===== src/rtl/fifo_watermark_pkg.sv =====
// Shared widths and read-mode constants for the watermark FIFO family.
package fifo_watermark_pkg;

  localparam int unsigned FIFO_MODE_REG  = 0;
  localparam int unsigned FIFO_MODE_FWFT = 1;

  // LEVEL needs one extra bit to represent a completely full FIFO.
  function automatic int unsigned lvl_width(input int unsigned depth);
    return depth + 1;
  endfunction

endpackage


===== src/rtl/fifo_watermark_mem.sv =====
// Dual-port distributed RAM: synchronous write, asynchronous read, no reset.
module fifo_watermark_mem #(
  parameter int unsigned ADDR_W = 4,
  parameter int unsigned DATA_W = 32
) (
  input  logic              clk_i,
  input  logic              we_i,
  input  logic [ADDR_W-1:0] waddr_i,
  input  logic [DATA_W-1:0] wdata_i,
  input  logic [ADDR_W-1:0] raddr_i,
  output logic [DATA_W-1:0] rdata_o
);

  logic [DATA_W-1:0] mem_q [2**ADDR_W];

  always_ff @(posedge clk_i) begin
    if (we_i) begin
      mem_q[waddr_i] <= wdata_i;
    end
  end

  assign rdata_o = mem_q[raddr_i];

endmodule


===== src/rtl/fifo_watermark.sv =====
// Synchronous FIFO with occupancy, almost-full/empty watermarks, sticky
// overflow/underflow flags and selectable registered or FWFT read.
module fifo_watermark
  import fifo_watermark_pkg::*;
#(
  parameter int unsigned FIFO_DEPTH   = 4,
  parameter int unsigned DATA_WIDTH   = 32,
  parameter int unsigned AFULL_LEVEL  = 2**FIFO_DEPTH - 1,
  parameter int unsigned AEMPTY_LEVEL = 1,
  parameter int unsigned FWFT         = FIFO_MODE_REG
) (
  input  logic                                 CLK,
  input  logic                                 nCLR,
  input  logic                                 nWE,
  input  logic [DATA_WIDTH-1:0]                DIN,
  output logic                                 FULL,
  output logic                                 AFULL,
  input  logic                                 nRE,
  output logic [DATA_WIDTH-1:0]                DOUT,
  output logic                                 EMPTY,
  output logic                                 AEMPTY,
  output logic [lvl_width(FIFO_DEPTH)-1:0]     LEVEL,
  output logic                                 OVERFLOW,
  output logic                                 UNDERFLOW,
  input  logic                                 ERR_CLR
);

  localparam int unsigned LW      = lvl_width(FIFO_DEPTH);
  localparam int unsigned ENTRIES = 2**FIFO_DEPTH;
  localparam logic        AFULL_RST = (AFULL_LEVEL == 0);

  logic [FIFO_DEPTH-1:0] wr_ptr_q, wr_ptr_d;
  logic [FIFO_DEPTH-1:0] rd_ptr_q, rd_ptr_d;
  logic [LW-1:0]         level_q, level_d;
  logic                  full_q, full_d;
  logic                  empty_q, empty_d;
  logic                  afull_q, afull_d;
  logic                  aempty_q, aempty_d;
  logic                  ovf_q, ovf_d;
  logic                  unf_q, unf_d;
  logic                  push_ok, pop_ok;
  logic [DATA_WIDTH-1:0] rd_data;

  // A pop frees the slot a same-cycle push needs, so pushes at full still land.
  assign pop_ok  = !nRE && !empty_q;
  assign push_ok = !nWE && (!full_q || pop_ok);

  always_comb begin
    wr_ptr_d = wr_ptr_q;
    rd_ptr_d = rd_ptr_q;
    level_d  = level_q;
    ovf_d    = ovf_q;
    unf_d    = unf_q;

    if (push_ok) begin
      wr_ptr_d = wr_ptr_q + FIFO_DEPTH'(1);
    end
    if (pop_ok) begin
      rd_ptr_d = rd_ptr_q + FIFO_DEPTH'(1);
    end

    unique case ({push_ok, pop_ok})
      2'b10:   level_d = level_q + LW'(1);
      2'b01:   level_d = level_q - LW'(1);
      default: level_d = level_q;
    endcase

    // Clear first so a same-cycle error event takes priority.
    if (ERR_CLR) begin
      ovf_d = 1'b0;
      unf_d = 1'b0;
    end
    if (!nWE && !push_ok) begin
      ovf_d = 1'b1;
    end
    if (!nRE && !pop_ok) begin
      unf_d = 1'b1;
    end

    full_d   = (32'(level_d) == ENTRIES);
    empty_d  = (level_d == '0);
    afull_d  = (32'(level_d) >= AFULL_LEVEL);
    aempty_d = (32'(level_d) <= AEMPTY_LEVEL);
  end

  always_ff @(posedge CLK or negedge nCLR) begin
    if (!nCLR) begin
      wr_ptr_q <= '0;
      rd_ptr_q <= '0;
      level_q  <= '0;
      full_q   <= 1'b0;
      empty_q  <= 1'b1;
      afull_q  <= AFULL_RST;
      aempty_q <= 1'b1;
      ovf_q    <= 1'b0;
      unf_q    <= 1'b0;
    end else begin
      wr_ptr_q <= wr_ptr_d;
      rd_ptr_q <= rd_ptr_d;
      level_q  <= level_d;
      full_q   <= full_d;
      empty_q  <= empty_d;
      afull_q  <= afull_d;
      aempty_q <= aempty_d;
      ovf_q    <= ovf_d;
      unf_q    <= unf_d;
    end
  end

  fifo_watermark_mem #(
    .ADDR_W (FIFO_DEPTH),
    .DATA_W (DATA_WIDTH)
  ) u_mem (
    .clk_i   (CLK),
    .we_i    (push_ok),
    .waddr_i (wr_ptr_q),
    .wdata_i (DIN),
    .raddr_i (rd_ptr_q),
    .rdata_o (rd_data)
  );

  generate
    if (FWFT == FIFO_MODE_FWFT) begin : g_fwft
      assign DOUT = empty_q ? '0 : rd_data;
    end else begin : g_reg
      logic [DATA_WIDTH-1:0] dout_q, dout_d;

      always_comb begin
        dout_d = dout_q;
        if (pop_ok) begin
          dout_d = rd_data;
        end
      end

      always_ff @(posedge CLK or negedge nCLR) begin
        if (!nCLR) begin
          dout_q <= '0;
        end else begin
          dout_q <= dout_d;
        end
      end

      assign DOUT = dout_q;
    end
  endgenerate

  assign FULL      = full_q;
  assign EMPTY     = empty_q;
  assign AFULL     = afull_q;
  assign AEMPTY    = aempty_q;
  assign LEVEL     = level_q;
  assign OVERFLOW  = ovf_q;
  assign UNDERFLOW = unf_q;

endmodule


===== config.mk =====
export PLATFORM = sky130hd
export DESIGN_NAME = fifo_watermark
export DESIGN_NICKNAME = d
export VERILOG_FILES = /design/src/rtl/fifo_watermark_pkg.sv /design/src/rtl/fifo_watermark_mem.sv /design/src/rtl/fifo_watermark.sv
export SDC_FILE = /design/constraint.sdc
export NUM_CORES = 1
export LEC_CHECK = 0
export ABC_CLOCK_PERIOD_IN_PS = 8700
export BUFFER_PORTS_ARGS = -buffer_cell sky130_fd_sc_hd__buf_2
export CAP_MARGIN = 0
export CORE_MARGIN = 4
export CORE_UTILIZATION = 27
export CTS_BUF_LIST = sky130_fd_sc_hd__clkbuf_8 sky130_fd_sc_hd__clkbuf_16
export CTS_CLUSTER_DIAMETER = 40
export DETAILED_ROUTE_END_ITERATION = 16
export GPL_TIMING_DRIVEN = 0
export RECOVER_POWER = 25
export SKIP_CTS_REPAIR_TIMING = 1
export SLEW_MARGIN = 40
export SYNTH_ARGS = -nofsm -noshare
export SYNTH_HDL_FRONTEND = slang
export SYNTH_SLANG_ARGS = --single-unit

===== constraint.sdc =====
create_clock -name CLK -period 8.7 [get_ports CLK]
set_input_delay 2.61 -clock CLK [delete_from_list [all_inputs] [get_ports CLK]]
set_output_delay 2.61 -clock CLK [all_outputs]
set_load 0.05 [all_outputs]

==> results.ini <==
[outcome]
status = finished with violations
violations = max-capacitance violations, max-slew violations

[timing]
grt_setup_unrepaired = no
hold_viol = 0
relSlewSlack = -1.24
fin_skew_ns = 0.0188
tns_ns = 0
drv_slew = 52
finalSetupViolations = 0
period_share = 0.636
period_minus_slack_ns = 5.54
fmax_mhz = 181
worst_pin_slew_ns = 3.36

[clock_network]
cts_tree = built
htreeDepth = 3
cts_root_buffer = clkbuf_16
clock_latency_ns = 0.61
clockBufferDepth = 3
cts.sinks = 563
path_clk_slew_ns = 0.05
cts_made_buffers = 85

[cells_and_area]
drive_gt1_frac = 0.272
design_area_um2 = 27100
nets = 1373
post-route-util = 0.337
syn_to_final_growth_pct = 23.6

[route]
num_vias = 11400
wl_per_cell_um = 22.0
antenna_left = 0
drt_iter0_markers = 1090
route.detailed.drc = 0
wl_um = 54100
dr.pass1.iters = 7
routed_via_density = 4.62

[place]
gp_congestion = 0.737
place_area_um2 = 24100
io_buffers = 79
dpl.hpwl_um = 35000

[worst_hold_path]
hp-class = flop to flop

[grt]
grt-ovfl-total = 0
grt_pass1_vias = 11700
grt.busiest_layer = met2
antenna_found_initial = 3
met2_usage = 0.203
grt_first_pass_wirelength_um = 78900
met1_usage = 0.162
grt_use_total = 0.124
grt_max_degree = 52
met3_usage = 0.0315

[yosys]
synth_top_area_frac = 0.701
postSynth.asyncResetShare = 0.0906
syn_area_um2 = 21900
synthTopCellsByCount = edfxtp_1 (512), mux2i_1 (107), a21oi_1 (66), mux4_2 (64), dfrtp_1 (49)
yosys.area.top_type = edfxtp_1
synth_xor_area_frac = 0.00433
syn_inst = 1146
synth_ff_type = edfxtp_1
synth_edf_count = 512
synthMostInstantiatedCell = edfxtp_1
synth_area_per_cell_um2 = 19.1
yosysSeqAreaShare = 0.759
ys_warn_count = 0
syn-num-nets = 1191
synthMuxAreaShare = 0.127
synth-seq-cells = 563
synth_adder_area_share = 0.00456
synth_top_family_by_area = multiplexers
synthTopCellsByArea = edfxtp_1 (70%), mux4_2 (6.6%), dfrtp_1 (5.6%)
synth-simple-area-share = 0.0297
synth_compound_area_frac = 0.0544
synth_cell_types = 49

[floorplanning]
rows = 104
core-area_um2 = 80500
ios = 80
die_w_um = 293
dieArea_um2 = 85900
fp.dieH_um = 293
start_util = 0.272

[setup_path]
cp_data_required_time_ns = 9.22
crit_type = primary input to flop
worstSetupStartpointType = primary input
setup.worst_path.end_class = flop
cp_data_arrival_time_ns = 6.05
crit_fanout = 11

[power]
leakagePower_nw = 9.16
power_density_nw_per_um2 = 369
ir_drop_uv = 216

[job]
drv_cap = 1

[worst max-delay path, cell delays in order]
cell       delay, ns
clkbuf_1        0.09
or2_2           0.37
inv_1           0.17
clkbuf_1        0.49
clkbuf_2        0.52
ha_1            0.25
buf_6           0.13
xor2_1          0.16
ha_1            0.23
a211oi_1        0.13
a2111oi_4       0.41
xor2_2          0.27
nor3b_2         0.22
[registers in the layout (all words and copies together), names as in the netlist]
| name | cells |
|---|---|
| OVERFLOW | 1 |
| DOUT | 32 |
| AEMPTY | 1 |
| rd_ptr_q | 4 |
| LEVEL | 5 |
| u_mem.mem_q | 512 |
| UNDERFLOW | 1 |
| EMPTY | 1 |
| AFULL | 1 |
| wr_ptr_q | 4 |
| FULL | 1 |
[area by class of cell]
| class | count | area, µm² |
|---|---|---|
| fillers | 7497 | 53400 |
| flip-flops and latches | 563 | 16700 |
| multi-input cells | 506 | 4860 |
| clock buffers | 90 | 2220 |
| well taps | 1060 | 1330 |
| clock inverters | 68 | 840 |
| repair buffers | 95 | 737 |
| plain buffers | 66 | 432 |
| inverters | 11 | 41.3 |
| diodes | 1 | 2.50 |
[cells by family after synthesis]
logic type | after synthesis
adder cells (fa/ha/maj) | 8
AND/OR/NAND/NOR | 121
XOR/XNOR | 10
flip-flops | 563
AO/OA/AOI/OAI | 172
buffers and inverters | 77
multiplexers | 195
[power by group]
group	total, W	internal (W)	switching (W)
registers	0.00344	0.00332	0.000117
clock network	0.00359	0.00232	0.00127
logic	0.00298	0.00109	0.00189
[path summary, 6_finish.rpt]
check                                           start                    end  slack, ns  cells after the start
worst max-delay path                              nRE         FULL$_DFF_PN0_       3.16                     13
worst min-delay path            UNDERFLOW$_DFFE_PN0P_  UNDERFLOW$_DFFE_PN0P_       0.53                      2
worst max register to register        EMPTY$_DFF_PN1_         FULL$_DFF_PN0_       4.87                     12
worst min register to register  UNDERFLOW$_DFFE_PN0P_  UNDERFLOW$_DFFE_PN0P_       0.53                      2
max in group asynchronous                        nCLR   DOUT[30]$_DFFE_PN0P_       3.64                      1
min in group asynchronous                        nCLR   OVERFLOW$_DFFE_PN0P_       3.14                      1
[layout by cell type, fill, tap and decap left out, drive strengths merged, types with 7 or more instances in the layout]
master	count
edfxtp	512
clkbuf	142
buf	109
mux2i	107
a21oi	67
mux4	64
dfrtp	49
nor2	46
inv	36
a211oi	34
nor2b	34
mux2	24
a2111oi	23
a22o	22
and2	18
clkinv	18
bufinv	15
a31oi	10
clkinvlp	10
a22oi	9
xnor2	8
ha	8
nand2	7
[per-stage QoR]
stage               total power (W)  worst slack (ns)  std cells  hold slack, ns
floorplan                   0.00549              3.42       1146           0.493
global placement            0.00640              2.31       2285           0.504
detailed placement          0.00650              2.51       2301           0.519
CTS                          0.0101              3.11       2459           0.526
global route                 0.0104              3.01       2459           0.545
finish                       0.0100              3.16       2460           0.525
[metal layers]
layer / vias up / share of wire
li1: 5020 / -
met1: 5872 / 0.43
met2: 389 / 0.48
met3: 74 / 0.071
met4: 2 / 0.020
met5: - / 0.00013
No activity file was read; power rests on OpenSTA's default activity.
